[config.mk]
export PLATFORM = sky130hd
export DESIGN_NAME = transport_send
export DESIGN_NICKNAME = d
export VERILOG_FILES = /design/src/rtl/transport_send.sv
export SDC_FILE = /design/constraint.sdc
export NUM_CORES = 1
export LEC_CHECK = 0
export CAP_MARGIN = 20
export CORE_MARGIN = 5
export CORE_UTILIZATION = 30
export CTS_BUF_LIST = sky130_fd_sc_hd__clkbuf_8
export CTS_CLUSTER_DIAMETER = 80
export DETAILED_ROUTE_END_ITERATION = 8
export GPL_TIMING_DRIVEN = 0
export MAX_ROUTING_LAYER = met4
export PLACE_DENSITY = 0.56
export RECOVER_POWER = 25
export SLEW_MARGIN = 10
export SYNTH_ARGS = -nofsm -noshare
export SYNTH_HDL_FRONTEND = slang
export SYNTH_SLANG_ARGS = --single-unit
[constraint.sdc]
create_clock -name clk -period 3.8 [get_ports clk]
set_clock_uncertainty 0.2 [all_clocks]
set_input_delay 1.14 -clock clk [delete_from_list [all_inputs] [get_ports clk]]
set_output_delay 1.14 -clock clk [all_outputs]
set_load 0.05 [all_outputs]
[src/rtl/transport_send.sv]
// Transport-layer transmit path: voice FIFO, edge-triggered
// requests and a byte-serial packet framer.
module transport_send #(
  parameter int DEPTH = 32
) (
  input  logic        clk,
  input  logic        reset,
  input  logic [1:0]  cmd,
  input  logic [15:0] data,
  input  logic        sendData,
  output logic        sending,
  output logic [7:0]  packetOut,
  output logic        busy
);

  localparam int AW = (DEPTH > 1) ? $clog2(DEPTH) : 1;
  localparam logic [AW-1:0] LAST = AW'(DEPTH - 1);
  localparam logic [5:0] FULL = 6'(DEPTH);

  typedef enum logic [2:0] {
    S_IDLE,
    S_LOAD,
    S_HEADER,
    S_MSB,
    S_LSB
  } state_t;

  state_t r_state;
  state_t w_next;

  logic [1:0]    r_prev_cmd;
  logic          r_prev_send;
  logic [15:0]   r_mem [DEPTH];
  logic [AW-1:0] r_wr;
  logic [AW-1:0] r_rd;
  logic [5:0]    r_count;
  logic [15:0]   r_word;
  logic [1:0]    r_type;
  logic [5:0]    r_left;

  logic        w_ctrl_trig;
  logic        w_send_trig;
  logic        w_accept;
  logic        w_start_ctrl;
  logic        w_start_voice;
  logic        w_push;
  logic        w_pop;
  logic [15:0] w_word;
  logic        w_busy;
  logic        w_sending;
  logic [7:0]  w_byte;

  function automatic logic [AW-1:0] inc(input logic [AW-1:0] p);
    return (p == LAST) ? '0 : p + 1'b1;
  endfunction

  assign w_ctrl_trig = (cmd == 2'b01) && (r_prev_cmd != 2'b01);
  assign w_send_trig = sendData && !r_prev_send;

  // Start only when fully idle, including the final-byte cycle.
  assign w_accept      = (r_state == S_IDLE) && !busy;
  assign w_start_ctrl  = w_accept && w_ctrl_trig;
  assign w_start_voice = w_accept && !w_ctrl_trig &&
                         w_send_trig && (r_count != '0);

  assign w_push = (cmd == 2'b10) && (r_count < FULL);
  assign w_pop  = (r_state == S_LSB) && (r_type == 2'b10);
  assign w_word = (r_type == 2'b10) ? r_mem[r_rd] : r_word;

  always_ff @(posedge clk) begin
    if (!reset) begin
      r_state <= S_IDLE;
    end else begin
      r_state <= w_next;
    end
  end

  always_comb begin
    w_next = r_state;
    unique case (r_state)
      S_IDLE: begin
        if (w_start_ctrl || w_start_voice) begin
          w_next = S_LOAD;
        end
      end
      S_LOAD:   w_next = S_HEADER;
      S_HEADER: w_next = S_MSB;
      S_MSB:    w_next = S_LSB;
      S_LSB:    w_next = (r_left > 6'd1) ? S_MSB : S_IDLE;
      default:  w_next = S_IDLE;
    endcase
  end

  always_comb begin
    w_busy    = 1'b0;
    w_sending = 1'b0;
    w_byte    = 8'h00;
    unique case (1'b1)
      (r_state == S_LOAD): begin
        w_busy = 1'b1;
      end
      (r_state == S_HEADER): begin
        w_busy    = 1'b1;
        w_sending = 1'b1;
        w_byte    = {r_type, r_left};
      end
      (r_state == S_MSB): begin
        w_busy    = 1'b1;
        w_sending = 1'b1;
        w_byte    = w_word[15:8];
      end
      (r_state == S_LSB): begin
        w_busy    = 1'b1;
        w_sending = 1'b1;
        w_byte    = w_word[7:0];
      end
      default: begin
        w_busy = 1'b0;
      end
    endcase
  end

  always_ff @(posedge clk) begin
    if (!reset) begin
      sending   <= 1'b0;
      packetOut <= 8'h00;
      busy      <= 1'b0;
    end else begin
      sending   <= w_sending;
      packetOut <= w_byte;
      busy      <= w_busy;
    end
  end

  always_ff @(posedge clk) begin
    if (!reset) begin
      r_prev_cmd  <= 2'b00;
      r_prev_send <= 1'b0;
      r_word      <= '0;
      r_type      <= 2'b00;
      r_left      <= '0;
    end else begin
      r_prev_cmd  <= cmd;
      r_prev_send <= sendData;
      if (w_start_ctrl) begin
        r_word <= data;
        r_type <= 2'b01;
        r_left <= 6'd1;
      end else if (w_start_voice) begin
        r_type <= 2'b10;
        r_left <= r_count;
      end else if (r_state == S_LSB) begin
        r_left <= r_left - 6'd1;
      end
    end
  end

  always_ff @(posedge clk) begin
    if (!reset) begin
      r_wr    <= '0;
      r_rd    <= '0;
      r_count <= '0;
    end else begin
      if (w_push) begin
        r_wr <= inc(r_wr);
      end
      if (w_pop) begin
        r_rd <= inc(r_rd);
      end
      unique case ({w_push, w_pop})
        2'b10:   r_count <= r_count + 6'd1;
        2'b01:   r_count <= r_count - 6'd1;
        default: r_count <= r_count;
      endcase
    end
  end

  always_ff @(posedge clk) begin
    if (w_push) begin
      r_mem[r_wr] <= data;
    end
  end

endmodule

==> metrics <==
Seq/Total Area, Yosys 73.7%; Slew Viols, Final 170; post-DP HPWL 38.1 mm; Nets 1399; most common library cells after synthesis 512 x edfxtp_1, 128 x mux4_2, 78 x nor2_1, 61 x dfxtp_1, 58 x nand2_1; I/O Pins 31; CP Max Fanout 16; setup violators final 0; largest net degree at the start of global routing 34; dpl cells about 2200; worst min path class flop to flop; internal power roughly 9.4 mW; gpl congestion between 0.8 and 0.9; status finished with violations; multiplexer share of the synthesized area 15.5%; initial antenna violation count 1; Synth top area share 68.3%; RSZ-0062 raised after global routing yes; Max-slew headroom -26.4%; DRC 0; fraction of layout cells with a size suffix above 1 23.0%; top cells by area, synth edfxtp_1 68%, mux4_2 13%, dfxtp_1 5.4%; slowest cell on the critical path nor2_4; CTS tree done; Switching Share ~22%; r2r endpoint packetOut[2]; async set-reset flop share out of synthesis 0%; setup_tns 0 ns; post-placement setup slack -0.802 ns; Synth Instances 1219; Fin Hold WS 0.290 ns; slowest stage delay, CP roughly 0.90 ns; number of global-route vias before repair 12309; Clk pwr share 40.0%; Yosys top cell by area edfxtp_1; Post-DP Area roughly 25000 µm²; # diodes 0; Synth Area in Compound Gates 3.99%; worst setup margin 0.0676 ns; VDD IR max 0.248 mV; Least-Margin Pin Slew 1.90 ns; Hold Crit Endpoint r_rd[4]; Mapped Avg Cell Area 18.5 µm²; Pleak approximately 8.1 nW; root buffer cell clkbuf_8; Yosys cell types 53; main combinational cell family by area after synthesis multiplexers; Core Region 74400 µm²; Seq cells post-synth 573; WP data arrival 3.81 ns; CP required slightly below 4 ns; xor and xnor area share after synthesis 0.156%; IO buf count 29; crit end category flop; post-synthesis adder-cell area fraction 0.611%; fillers about 6900; startpoint types input pin; Crit path max-delay family simple AND/OR/NAND/NOR gates; pwr dens ~460 nW/µm²; Worst-path clk slew approximately 0.060 ns; worst-skew pair later-pin latency 0.69 ns; FF-to-FF setup slack approximately 0.13 ns; final wirelength just over 60 mm; CP cell instances clkdlybuf4s50_1 > nor3b_2 > clkbuf_1 > nand2_1 > nor2_4; Detailed Routing Iterations Pass 1 5; WS Path Type input pin to flop; initial cell density of the core 30.2%; Synthesis Warnings 0; final std cells w/o fill 2402; row cnt 100; post-route ant nets 0; Worst Hold Depth 2; net switching power 2.68 mW; Via density 5.13; Tcrit/Tclk final roughly 100%; total CTS buffers 92; failing checks max-capacitance violations, max-slew violations; Area growth syn-to-layout 17.0%; global-route wire length before repair about 88 mm; post-synthesis net count 1251; leading cell type by number of instances after synthesis edfxtp_1; Buf/Inv on CP 2; Combinational Power Share under 10%; fraction of the mapped netlist area in simple logic gates 4.51%; Longest Clk Path Bufs 3; Reg2Reg Depth 8; fmax 268 MHz; Die Span X 284 µm; Primary FF master, synth edfxtp_1; Wirelength per Cell 25.9 µm; total track usage 15.5%; final hold vios 0; Seq pwr share 57.1%; final design area excluding fillers about 26000 µm²; CTS H-tree depth 3; synthesized cell area 22500 µm²; hold_sp r_rd[4]; max-cap viol count 5; Die Y 284 µm; initial DRC count ~1100; post-layout min period roughly 3.7 ns; number of synthesized flops with an enable pin 512; die area 80600 µm²; gr ovfl total 0; clk sinks 573; Via Count 12331
-- layout make-up --
class                   instances  area (µm²)  area share, %
inverters                      14        52.6          0.199
clock inverters                63         319           1.21
multi-input cells             564        5830           22.1
well taps                     969        1210           4.60
repair buffers                 55         694           2.64
flip-flops and latches        573       16600           63.0
plain buffers                  67         308           1.17
clock buffers                  97        1340           5.07
-- timing repair --
item	4_1_cts	5_1_grt
pin swaps	0	8
endpoints found under the setup margin	158	35
buffers inserted	0	5
resized for setup	13	8
hold buffers	0	0
-- worst max path at each step --
stage / from / endpoint / slack (ns) / cells after the start
global route: cmd[0] / r_mem[14][14] / -0.009 / 5
global placement: cmd[1] / r_mem[2][5] / -1.70 / 5
floorplan: cmd[0] / r_count[2] / 0.32 / 10
finish: cmd[1] / r_mem[4][12] / 0.07 / 5
detailed placement: cmd[1] / r_mem[31][1] / -0.80 / 6
CTS: flop / packetOut[2] / 0.02 / 8
-- kinds of logic after synthesis --
kind of cell,Yosys count
and+or+nand+nor,214
adders and majority gates,11
buffers and inverters,82
muxes,189
DFF,573
xor gates and xnor gates,4
AOI/OAI and AO/OA,146
-- routing by layer --
metal  global-route usage [%]  vias up  wire, µm
li1                         -     5244         -
met1                     21.1     6506     26900
met2                     23.3      473     28900
met3                     3.73      108      4740
met4                     4.56        0      1640
met5                        -        -         0
-- sequential cells by signal, summed over array words and instances (netlist names), named ones only --
| signal | count |
|---|---|
| r_mem | 512 |
| r_word | 16 |
| packetOut | 8 |
| r_count | 6 |
| r_left | 6 |
| r_rd | 5 |
| r_wr | 5 |
| r_state | 3 |
| r_prev_cmd | 2 |
| r_type | 2 |
| busy | 1 |
| r_prev_send | 1 |
| sending | 1 |
-- worst min-delay path, stage by stage (launching register included) --
cell     delay (ns)
dfxtp_1        0.31
nand2_1        0.07
a21oi_1        0.06
-- cell usage in the layout (no fill, tap or decap), types with 25 or more instances in the layout --
cell        n
mux4_2    128
a21oi_1    55
mux2i_1    56
clkbuf_8   97
nor2_4     32
inv_1      37
clkbuf_1   43
nand2_1    58
nor2_1     46
edfxtp_1  512
dfxtp_1    61
clkinv_1   25
-- metrics by stage --
stage	power (mW)	utilization, %
floorplan	7.19	-
global placement	7.37	32.3
detailed placement	7.39	32.9
CTS	12.2	35.2
global route	12.5	35.4
finish	12.1	35.4
-- power groups by stage --
stage / logic [mW] / registers, mW / clock network (mW)
2_1_floorplan: 0.139 / 7.05 / 0
3_3_place_gp: 0.314 / 7.05 / 0
3_5_place_dp: 0.341 / 7.05 / 0
4_1_cts: 0.342 / 6.92 / 4.95
5_1_grt: 0.375 / 6.92 / 5.25
6_report: 0.348 / 6.92 / 4.84
No activity file was read; power rests on OpenSTA's default activity.
